## src/rtl/sd_cmd_phy.sv

```systemverilog
// sd_cmd_phy: SD CMD-line transceiver; divides wb_clk into sd_clock, sends a CRC7 command frame, captures 48/136-bit responses.
// Define SD_CMD_NCC_EN to hold busy for an 8-clock NCC gap before done.
module sd_cmd_phy #(
   parameter int RESP_TIMEOUT = 64,
   parameter int DIV_W        = 16
) (
   input  logic             wb_clk,
   input  logic             wb_rst,
   input  logic [DIV_W-1:0] clk_div,
   input  logic             start,
   input  logic [5:0]       cmd_index,
   input  logic [31:0]      cmd_arg,
   input  logic [1:0]       resp_type,
   output logic             busy,
   output logic             done,
   output logic             timeout,
   output logic             crc_err,
   output logic [5:0]       resp_index,
   output logic [119:0]     resp_data,
   output logic             sd_clock,
   output logic             cmd_o,
   output logic             cmd_oe,
   input  logic             cmd_i
);
   localparam int CW = $clog2(((RESP_TIMEOUT > 136) ? RESP_TIMEOUT : 136) + 1);
`ifdef SD_CMD_NCC_EN
   typedef enum logic [2:0] {IDLE, SEND, WAIT_RESP, RECV, GAP, DONE} state_t;
   localparam state_t POST = GAP;
`else
   typedef enum logic [2:0] {IDLE, SEND, WAIT_RESP, RECV, DONE} state_t;
   localparam state_t POST = DONE;
`endif
   function automatic logic [6:0] crc7_step(input logic [6:0] c, input logic b);
      return {c[5:0], 1'b0} ^ ((b ^ c[6]) ? 7'h09 : 7'h00);
   endfunction
   function automatic logic [6:0] crc7_40(input logic [39:0] v);
      logic [6:0] c;
      c = '0;
      for (int i = 39; i >= 0; i--) c = crc7_step(c, v[i]);
      return c;
   endfunction
   state_t           state_q;
   logic [DIV_W-1:0] cnt_q, div_q;
   logic             sd_clk_q, cmd_o_q, cmd_oe_q, busy_q, done_q, to_q, crc_err_q;
   logic [5:0]       idx_q;
   logic [119:0]     data_q;
   logic [CW-1:0]    bcnt_q;
   logic [6:0]       crc_q;
   logic [132:0]     rx_q;
   logic [47:0]      tx_q;
   logic [1:0]       rtype_q;
   logic             tc, fall_evt, rise_evt, accept, is_long, last_bit, crc_on, bad;
   logic [39:0]      hdr;
   logic [133:0]     rx_d;
   logic [CW-1:0]    n_d;
   logic [6:0]       crc_d;
   assign tc       = cnt_q == div_q;
   assign fall_evt = tc && sd_clk_q;
   assign rise_evt = tc && !sd_clk_q;
   assign accept   = start && (state_q == IDLE || state_q == DONE);
   assign hdr      = {2'b01, cmd_index, cmd_arg};
   assign rx_d     = {rx_q, cmd_i};
   assign n_d      = bcnt_q + 1'b1;
   assign is_long  = rtype_q == 2'd2;
   assign last_bit = n_d == (is_long ? CW'(136) : CW'(48));
   // R2 skips its 8 header bits in the CRC; short frames cover the first 40 bits
   assign crc_on   = is_long ? (n_d > CW'(8) && n_d <= CW'(128)) : (n_d <= CW'(40));
   assign crc_d    = crc_on ? crc7_step(crc_q, cmd_i) : crc_q;
   assign bad      = (rtype_q != 2'd3 && crc_q != rx_d[7:1]) || !rx_d[0];
   always_ff @(posedge wb_clk) begin
      if (!wb_rst) begin
         state_q   <= IDLE;
         cnt_q     <= '0;
         div_q     <= '0;
         sd_clk_q  <= 1'b0;
         cmd_o_q   <= 1'b1;
         cmd_oe_q  <= 1'b0;
         busy_q    <= 1'b0;
         done_q    <= 1'b0;
         to_q      <= 1'b0;
         crc_err_q <= 1'b0;
         idx_q     <= '0;
         data_q    <= '0;
         bcnt_q    <= '0;
         crc_q     <= '0;
         rx_q      <= '0;
         tx_q      <= '0;
         rtype_q   <= '0;
      end else begin
         cnt_q  <= tc ? '0 : cnt_q + 1'b1;
         done_q <= 1'b0;
         if (tc) begin
            sd_clk_q <= ~sd_clk_q;
            div_q    <= clk_div;
         end
         case (state_q)
            IDLE, DONE: begin
               state_q <= IDLE;
               if (accept) begin
                  tx_q      <= {hdr, crc7_40(hdr), 1'b1};
                  rtype_q   <= resp_type;
                  to_q      <= 1'b0;
                  crc_err_q <= 1'b0;
                  busy_q    <= 1'b1;
                  bcnt_q    <= '0;
                  state_q   <= SEND;
               end
            end
            SEND: if (fall_evt) begin
               if (bcnt_q == CW'(48)) begin
                  cmd_oe_q <= 1'b0;
                  cmd_o_q  <= 1'b1;
                  bcnt_q   <= '0;
                  state_q  <= (rtype_q == 2'd0) ? POST : WAIT_RESP;
                  done_q   <= rtype_q == 2'd0 && POST == DONE;
                  busy_q   <= !(rtype_q == 2'd0 && POST == DONE);
               end else begin
                  cmd_oe_q <= 1'b1;
                  cmd_o_q  <= tx_q[47];
                  tx_q     <= {tx_q[46:0], 1'b0};
                  bcnt_q   <= n_d;
               end
            end
            WAIT_RESP: if (rise_evt) begin
               if (!cmd_i) begin
                  state_q <= RECV;
                  bcnt_q  <= CW'(1);
                  rx_q    <= '0;
                  crc_q   <= '0;
               end else if (n_d == CW'(RESP_TIMEOUT)) begin
                  to_q    <= 1'b1;
                  done_q  <= 1'b1;
                  busy_q  <= 1'b0;
                  state_q <= DONE;
               end else begin
                  bcnt_q <= n_d;
               end
            end
            RECV: if (rise_evt) begin
               rx_q   <= rx_d[132:0];
               crc_q  <= crc_d;
               bcnt_q <= n_d;
               if (last_bit) begin
                  idx_q     <= is_long ? rx_d[133:128] : rx_d[45:40];
                  data_q    <= is_long ? rx_d[127:8] : {88'b0, rx_d[39:8]};
                  crc_err_q <= bad;
                  bcnt_q    <= '0;
                  state_q   <= POST;
                  done_q    <= POST == DONE;
                  busy_q    <= POST != DONE;
               end
            end
`ifdef SD_CMD_NCC_EN
            GAP: if (rise_evt) begin
               bcnt_q <= n_d;
               if (n_d == CW'(8)) begin
                  state_q <= DONE;
                  done_q  <= 1'b1;
                  busy_q  <= 1'b0;
               end
            end
`endif
            default: state_q <= IDLE;
         endcase
      end
   end
   assign busy       = busy_q;
   assign done       = done_q;
   assign timeout    = to_q;
   assign crc_err    = crc_err_q;
   assign resp_index = idx_q;
   assign resp_data  = data_q;
   assign sd_clock   = sd_clk_q;
   assign cmd_o      = cmd_o_q;
   assign cmd_oe     = cmd_oe_q;
endmodule
```

## config.mk

```make
export PLATFORM = sky130hd
export DESIGN_NAME = sd_cmd_phy
export DESIGN_NICKNAME = d
export VERILOG_FILES = /design/src/rtl/sd_cmd_phy.sv
export SDC_FILE = /design/constraint.sdc
export NUM_CORES = 1
export LEC_CHECK = 0
export CORE_MARGIN = 2
export CORE_UTILIZATION = 45
export CTS_CLUSTER_DIAMETER = 60
export DETAILED_ROUTE_END_ITERATION = 16
export PLACE_DENSITY = 0.77
export SYNTH_ARGS = -nofsm -noshare
export SYNTH_HDL_FRONTEND = slang
export SYNTH_SLANG_ARGS = --single-unit
```

## constraint.sdc

```tcl
create_clock -name wb_clk -period 4.25 [get_ports wb_clk]
set_clock_uncertainty 0.15 [all_clocks]
set_input_delay 1.275 -clock wb_clk [delete_from_list [all_inputs] [get_ports wb_clk]]
set_output_delay 1.275 -clock wb_clk [all_outputs]
set_load 0.05 [all_outputs]
```

Word level (Yosys, flattened, before mapping)
Index checks and enable logic that the tools add are counted.
{ "word_totals": {"regBits": 366, "inputBits": 60, "out_inout_bits": 133, "wordCells": 257} }
{ "op_classes": {"addsub": 2, "order_cmp": 3, "eq_ne": 24, "mux": 102, "n_bitwise": 79, "n_reduce_logical": 30} }
{ "op_table": {"columns": ["cell", "n"], "rows": [
  ["$mux 133", 3],
  ["$pmux 133 s2", 1],
  ["$xor 7x4->7", 37],
  ["$mux 4", 39],
  ["$mux 48", 3],
  ["$mux 120", 1],
  ["$pmux 48 s2", 1],
  ["$mux 8", 9],
  ["$xor 1x1->1", 36],
  ["$pmux 8 s4", 1],
  ["$mux 7", 4],
  ["$mux 1", 25],
  ["$mux 3", 8],
  ["$ne 2x2->1 const B", 12],
  ["$add 16x1->16 const B", 1],
  ["$eq 16x16->1", 1],
  ["$pmux 7 s2", 1],
  ["$pmux 3 s4", 1],
  ["$reduce_and 4->1", 3],
  ["$reduce_and 6->1", 2],
  ["$reduce_and 5->1", 2],
  ["$reduce_and 9->1", 1],
  ["$add 8x1->8 const B", 1],
  ["$eq 8x6->1 const B", 1],
  ["other kinds (29)", 46]
]} }

Depth between registers and ports, before layout
Gate-level depths: netlist (run 1).
{ "logic_depth": {"word_depth": 111, "depth_mapped": 12, "mapped_depth_nobuf": 9} }

Worst setup path before layout (run 1)
Ideal clock, no wire load.
{ "synth_path": {"path_kind": "input port to flip-flop", "start": "in cmd_index[5]", "end": "reg tx_q[2]", "setup_time_ns": 0.133, "t_arrival_ns": 3.314, "required_time_ns": 3.967, "setup_slack_ns": 0.653, "cell_stages": 8, "n_path_buf": 0, "path_cell_list": "xnor3_2 -> xnor2_2 -> xnor3_1 -> xnor2_2 -> xnor2_1 -> xnor3_1 -> nand2_1 -> a31oi_1"} }
{ "synth_via": {"elab_chain_len": 58, "elab_cells_between_ends": 76, "classes_between": "mux (21); bitwise (55)"} }
{ "synth_rtl": {"columns": ["item", "line", "text"], "rows": [
  ["start, declared", "11", "input logic [5:0] cmd_index,"],
  ["$mux 4 *", "34", "return {c[5:0], 1'b0} ^ ((b ^ c[6]) ? 7'h09 : 7'h00);"],
  ["$xor 6x4->6 *", "34", null],
  ["$xor 7x4->7 * (2 in a row)", "34", null],
  ["$xor 1x1->1", "34", null],
  ["$mux 4", "34", null],
  ["$xor 7x4->7 * (4 in a row)", "34", null],
  ["$xor 1x1->1", "34", null],
  ["$mux 4", "34", null],
  ["[34 not listed]", null, null],
  ["$xor 1x1->1", "34", null],
  ["$mux 4", "34", null],
  ["$xor 7x4->7 * (4 in a row)", "34", null],
  ["$xor 1x1->1 *", "34", null],
  ["$mux 4 *", "34", null],
  ["$xor 7x4->7 * (2 in a row)", "34", null],
  ["$mux 48 *", "99", "if (accept) begin"],
  ["$pmux 48 s2 *", "96", "case (state_q)"],
  ["end signal, assigned", "100", "tx_q <= {hdr, crc7_40(hdr), 1'b1};"],
  ["end signal, assigned", "120", "tx_q <= {tx_q[46:0], 1'b0};"],
  ["end, declared", "50", "logic [47:0] tx_q;"]
]} }
Mark *: on every way between the ends. The rest lies on a longest branch, timed or not. The select of a mux whose other input is x is not followed.
A chain may end at the register's enable or synchronous reset.

Worst setup path after layout (run 1)
{ "layout_path": {"start": "in cmd_index[4]", "end": "reg tx_q[4]"} }
{ "layout_via": {"elab_chain_len": 59, "elab_cells_between_ends": 83, "classes_between": "mux (24); bitwise (59)"} }
{ "layout_rtl": {"columns": ["item", "line"], "rows": [
  ["$xor 1x1->1 *", "34"],
  ["$mux 4 *", "34"],
  ["$xor 6x4->6 *", "34"],
  ["$xor 7x4->7 * (3 in a row)", "34"],
  ["$xor 1x1->1", "34"],
  ["$mux 4", "34"],
  ["$xor 7x4->7 * (4 in a row)", "34"],
  ["$xor 1x1->1", "34"],
  ["[35 not listed]", null],
  ["$xor 1x1->1", "34"],
  ["$mux 4", "34"],
  ["$xor 7x4->7 * (4 in a row)", "34"],
  ["$xor 1x1->1", "34"],
  ["$mux 4", "34"],
  ["$xor 7x4->7 *", "34"],
  ["$mux 48 *", "99"],
  ["$pmux 48 s2 *", "96"]
]} }
Marks and branches as above.

==> flow_summary_export.csv, run 1 <==
group,metric,value,unit
synthesis,synth-adder-area-share,0.338,%
grt,antenna_found_initial,0,
worst_setup_path,critPathTopFamily,"XOR/XNOR gates",
clocking,clk-insertion-delay-late,0.53,ns
timing,hold_viol,0,
run,maxCapViolCount,0,
die,die_y,185,um
timing,rsz0062_at_grt,"no",
synthesis,syn_inst,1721,
detailed_routing,drc,0,
grt,gr-total-overflow,0,
grt,grt_pass1_wl,57.4,mm
clocking,cts_sinks,366,
clocking,cts_inserted_buffers,41,
detailed_routing,dr.pass1.iters,6,
synthesis,muxShareOfSynthArea,3.66,%
clocking,ctsHoldBuffers,0,
synthesis,yosys_warnings,0,
worst_setup_path,startpoint_type,"primary input",
worst_setup_path,crit_path_end_kind,"register",
die,start_util,45.6,%
detailed_routing,routed_via_density,5.41,
worst_setup_path,crit_top_cell,"xnor3_1",
worst_setup_path,crit_type,"in -> reg",
timing,final-setup-viol-count,0,
synthesis,seq_area_frac_synth,49.5,%
worst_setup_path,cpPeakStageDelay,0.53,ns
synthesis,syn_area,14800,sq um
timing,max_slew_margin,28.8,%
timing,period_minus_slack,3.73,ns
clocking,cts_setup_buffers,0,
clocking,root_buffer,"clkbuf_16",
power,leakagePower,6.43,nW
synthesis,yosys-top-cells-count,"dfxtp_1 (366), nand2_1 (265), a21oi_1 (208), nand3_1 (176), nor2_1 (168)",
worst_setup_path,required,4.55,ns
synthesis,synthArstFlopShare,0,%
detailed_routing,antenna_left,0,
finish,final_nets,1914,
synthesis,synth_top_area_share,49.5,%
synthesis,ys_types,47,
finish,num_antenna_cells,0,
synthesis,synth_xor_area_share,7.78,%
placed_design,routabilityCongestion,0.906,
synthesis,synth_nets,1785,
worst_setup_path,crit_slowest_cell,"clkdlybuf4s50_1",
synthesis,synth_edf_count,0,
finish,drive_above_1_share,6.12,%
detailed_routing,routed_wl,35.3,mm
synthesis,synth_top_family_by_area,"simple AND/OR/NAND/NOR gates",
power,p_per_area,508,nW/um^2
clocking,path_clk_slew,0.06,ns
synthesis,syn_area_per_cell,8.59,sq um
timing,worst_slack,0.522,ns
grt,grtUsageTotal,20.0,%
synthesis,yosys-top-cells-area,"dfxtp_1 (50%), a21oi_1 (7.0%), nand2_1 (6.7%)",
power,p_total,0.00937,W
die,core,32500,sq um
die,rows,66,
clocking,cts_buffer_depth,3,
clocking,cts_tree,"yes",
power,ir_worst_vdd,0.413,mV
worst_setup_path,crit_path_cell_trace,"clkdlybuf4s50_1, xnor3_1, xnor3_1, xnor2_1, xnor3_1, xnor3_1, xor2_1, nand2_1, a31oi_1",
synthesis,ys_seq_elements,366,
synthesis,synth_top_area_cell,"dfxtp_1",
finish,nFillCells,2889,
placed_design,dpl.hpwl,22.9,mm
grt,grt_max_degree,119,
grt,grt_pass1_vias,11700,
die,fp.dieW,185,um
placed_design,pre_cts_ws,-0.0274,ns
timing,finalMaxSlewViolations,0,
clocking,cts-resized-gates,0,
detailed_routing,vias,12600,
clocking,htreeDepth,2,
worst_setup_path,crit_buf_inv,1,
die,io-pin-count,193,
timing,fmax,0.268,GHz
detailed_routing,drtIter0Drc,956,
die,dieArea,34300,sq um
timing,finalCritPeriodShare,87.7,%
synthesis,synth-simple-area-share,19.6,%
min_path,hp-class,"reg -> reg",
detailed_routing,wl_per_cell,15.2,um
placed_design,port_buffers,192,
finish,area_growth,24.9,%
finish,final_core_util,56.9,%
timing,tns,0,ns
synthesis,synth-compound-area-share,15.1,%
synthesis,synth_top_flop_cell,"dfxtp_1",
worst_setup_path,worst-path-max-fanout,3,
status,status,"completed",
synthesis,synthMostInstantiatedCell,"dfxtp_1",
worst_setup_path,crit_arrival,4.03,ns
timing,tightestPinTransition,1.07,ns
[placed cells by master, fill, tap and decap left out, types with 3 or more instances in the layout]
cell type	instances
a211oi_1	42
a21oi_1	208
a22oi_1	75
a311oi_1	7
a31oi_1	8
and3_1	7
buf_12	8
buf_4	24
clkbuf_1	6
clkbuf_16	43
clkbuf_8	9
clkdlybuf4s50_1	192
clkinv_2	6
dfxtp_1	366
ha_1	4
inv_1	9
mux2i_1	54
nand2_1	264
nand2b_1	10
nand3_1	175
nand4_1	8
nor2_1	166
nor2b_1	5
nor3_1	11
nor4_1	7
o211ai_1	3
o21ai_0	11
o22ai_1	3
or3_1	4
xnor2_1	50
xnor2_2	4
xnor3_1	11
xor2_1	43
[tightest hold or removal path, stage by stage, from the launching register on]
cell,delay [ns]
dfxtp_1,0.31
nand2_1,0.05
a21oi_1,0.05
[stage by stage]
stage               hold WS [ns]  instances  area [sq um]
CTS                        0.304       2320         18500
global placement           0.289       2249         17100
global route               0.314       2320         18500
finish                     0.302       2320         18500
detailed placement         0.295       2249         17100
floorplan                  0.282       1721         14800
[final timing paths]
kind / from / end / slack (ns) / cells after the start
setup / recovery: cmd_index[4] / tx_q[4] / 0.52 / 9
hold / removal: resp_data[41] / resp_data[41] / 0.30 / 2
setup reg to reg: bcnt_q[3] / resp_index[2] / 0.91 / 9
hold reg to reg: resp_data[41] / resp_data[41] / 0.30 / 2
[flip-flops by register name, summed over array words and instances, names as in the netlist, 2 cells and up]
register,cells
bcnt_q,8
crc_q,7
resp_index,6
tx_q,48
resp_data,120
state_q,3
rtype_q,2
cnt_q,16
div_q,16
rx_q,133
[cells by family (layout without fill, tap and decap cells)]
kind of cell / Yosys count / in the layout
buffers and inverters: 148 / 305
AOI/OAI and AO/OA: 368 / 368
xor gates and xnor gates: 109 / 109
DFF: 366 / 366
and+or+nand+nor: 672 / 672
muxes: 54 / 54
adders and majority gates: 4 / 4
[report_power, final]
group / switching [W] / internal [W]
combinational: 0.00110 / 0.000911
clock: 0.00137 / 0.00212
sequential: 0.000184 / 0.00368
total: 0.00266 / 0.00671
[final cells by class]
class / count / area, sq um / share of cell area [%]
inverter: 10 / 45.0 / 0.244
clock buffer: 58 / 1220 / 6.62
timing repair buffer: 224 / 2260 / 12.3
sequential: 366 / 7330 / 39.7
multi-input combinational: 1207 / 6920 / 37.5
tap: 442 / 553 / 2.99
clock inverter: 13 / 133 / 0.718
[layer usage]
metal | vias up | share of wire (%) | track usage, %
met5 | - | 0 | 0
met4 | 0 | 2.0 | 5.71
met3 | 59 | 6.4 | 4.25
met2 | 353 | 48 | 33.7
met1 | 5958 | 44 | 25.9
li1 | 6189 | - | -
Note: power is estimated with default switching activity, not from simulation.
==> run 2: changes to the inputs <==
REMOVE_ABC_BUFFERS = 1   (was not set)
SKIP_CTS_REPAIR_TIMING = 1   (was not set)
==> run 2 against run 1 <==
Combinational power is essentially flat. Critical path depth is the same. First-iteration DRC count shrank 0.52%. Cell count shrank 0.17%. Hold slack lost 0.0026 ns. Routed wire length shrank 0.65%. Fmax shrank 2.4%. Critical path type unchanged. Largest cell class unchanged.
==> flow_summary_export.csv, run 2 (synthesis gave the netlist of run 1 again) <==
group,metric,value,unit
status,status,"completed",
die,io-pin-count,193,
die,die_y,185,um
placed_design,dpl.hpwl,22.2,mm
power,p_per_area,507,nW/um^2
run,maxCapViolCount,0,
worst_setup_path,worst-path-max-fanout,3,
finish,layout_common_cells,"dfxtp_1 (366), nand2_1 (264), a21oi_1 (208), clkdlybuf4s50_1 (192), nand3_1 (175)",
timing,final-setup-viol-count,0,
timing,tightestPinTransition,1.06,ns
worst_setup_path,r2r-start,"bcnt_q[3]",
worst_setup_path,reg2reg_setup_slack,0.83,ns
worst_setup_path,rr_worst_depth,9,
clocking,cts_inserted_buffers,40,
finish,design_area,18400,sq um
grt,grtUsageTotal,20.0,%
finish,largest_reg_flops,133,
timing,whs,0.299,ns
power,seq_power_share,41.3,%
power,intPower,0.00673,W
timing,finalMaxSlewViolations,0,
clocking,clk-insertion-delay-late,0.51,ns
min_path,hp-start,"resp_data[57]",
finish,drive_above_1_share,5.76,%
detailed_routing,wl_per_cell,15.1,um
placed_design,routabilityCongestion,0.850,
worst_setup_path,crit_slowest_cell,"clkdlybuf4s50_1",
placed_design,port_buffers,192,
detailed_routing,drtIter0Drc,951,
die,rows,66,
die,fp.dieW,185,um
detailed_routing,antenna_left,0,
detailed_routing,dr.pass1.iters,5,
power,leakagePower,6.40,nW
power,ir_worst_vdd,0.366,mV
die,dieArea,34300,sq um
placed_design,placed_area,17100,sq um
clocking,cts_tree,"yes",
clocking,cts_buffer_depth,3,
power,switchingPower,0.00261,W
detailed_routing,routed_via_density,5.41,
worst_setup_path,crit_arrival,4.03,ns
min_path,whs_path_depth,2,
detailed_routing,drc,0,
die,core,32500,sq um
finish,final_common_cell,"dfxtp_1",
clocking,cts_sinks,366,
clocking,path_clk_slew,0.06,ns
finish,num_antenna_cells,0,
clocking,root_buffer,"clkbuf_16",
timing,finalCritPeriodShare,89.9,%
grt,grt_max_degree,115,
timing,rsz0062_at_grt,"no",
worst_setup_path,crit_type,"in -> reg",
grt,grt_pass1_wl,57.4,mm
grt,grt_pass1_vias,11500,
power,swShare,28.0,%
timing,max_slew_margin,29.1,%
detailed_routing,routed_wl,35.1,mm
worst_setup_path,crit_path_end_kind,"register",
min_path,hp-class,"reg -> reg",
finish,regMostFlops,"rx_q",
power,p_total,0.00934,W
timing,hold_viol,0,
worst_setup_path,startpoint_type,"primary input",
timing,fmax,0.262,GHz
worst_setup_path,crit_path_cell_trace,"clkdlybuf4s50_1, xnor3_2, xnor2_2, xnor3_1, xnor2_2, xnor2_1, xnor3_1, nand2_1, a31oi_1",
grt,antenna_found_initial,0,
worst_setup_path,cpPeakStageDelay,0.55,ns
die,start_util,45.6,%
power,power.share.clock,37.0,%
power,comb_power_share,21.7,%
timing,period_minus_slack,3.82,ns
clocking,htreeDepth,2,
finish,final_nets,1910,
worst_setup_path,r2r_end,"resp_data[78]",
grt,gr-total-overflow,0,
min_path,min_to,"resp_data[57]",
timing,tns,0,ns
worst_setup_path,required,4.46,ns
detailed_routing,vias,12500,
finish,area_growth,24.6,%
finish,final_core_util,56.8,%
run 2: cell type report:
| type | count | area [sq um] |
|---|---|---|
| inverter | 10 | 45.0 |
| tap | 442 | 553 |
| multi-input combinational | 1207 | 6920 |
| clock inverter | 13 | 185 |
| sequential | 366 | 7330 |
| fill | 2881 | 14000 |
| timing repair buffer | 221 | 2250 |
| clock buffer | 57 | 1140 |
run 2: metrics by stage:
stage	setup slack [ns]	cells
after detailed placement	-0.119	2246
after CTS	0.424	2316
after global placement	-0.0146	2246
after global routing	0.301	2316
after floorplan	-6.81	1583
final	0.429	2316
run 2: worst max-delay path by stage:
stage,from,to,slack (ns),depth (start not counted)
finish,cmd_index[5],tx_q[2],0.43,9
floorplan,state_q[0],tx_q[46],-6.81,4
global placement,cmd_index[5],tx_q[2],-0.01,9
CTS,cmd_index[5],tx_q[2],0.42,9
global route,cmd_index[5],tx_q[2],0.30,9
detailed placement,cmd_index[5],tx_q[2],-0.12,9
run 2: routing by layer:
layer	track usage (%)	share of wire, %
met1	26.8	45
met2	33.0	47
met3	3.66	6.1
met4	5.17	1.8
met5	0	0
run 2: power by group through the flow:
stage / Clock [W] / Combinational (W) / Sequential, W
after global routing: 0.00368 / 0.00223 / 0.00388
after floorplan: 0 / 0.00160 / 0.00389
after CTS: 0.00354 / 0.00204 / 0.00385
final: 0.00346 / 0.00203 / 0.00386
after detailed placement: 0 / 0.00202 / 0.00392
after global placement: 0 / 0.00197 / 0.00391
run 2: worst max-delay path, delay by kind of cell:
family	cells	cell delay, ns
and+or+nand+nor	1	0.08
xor gates and xnor gates	6	2.05
buffers and inverters	1	0.55
AOI/OAI and AO/OA	1	0.08
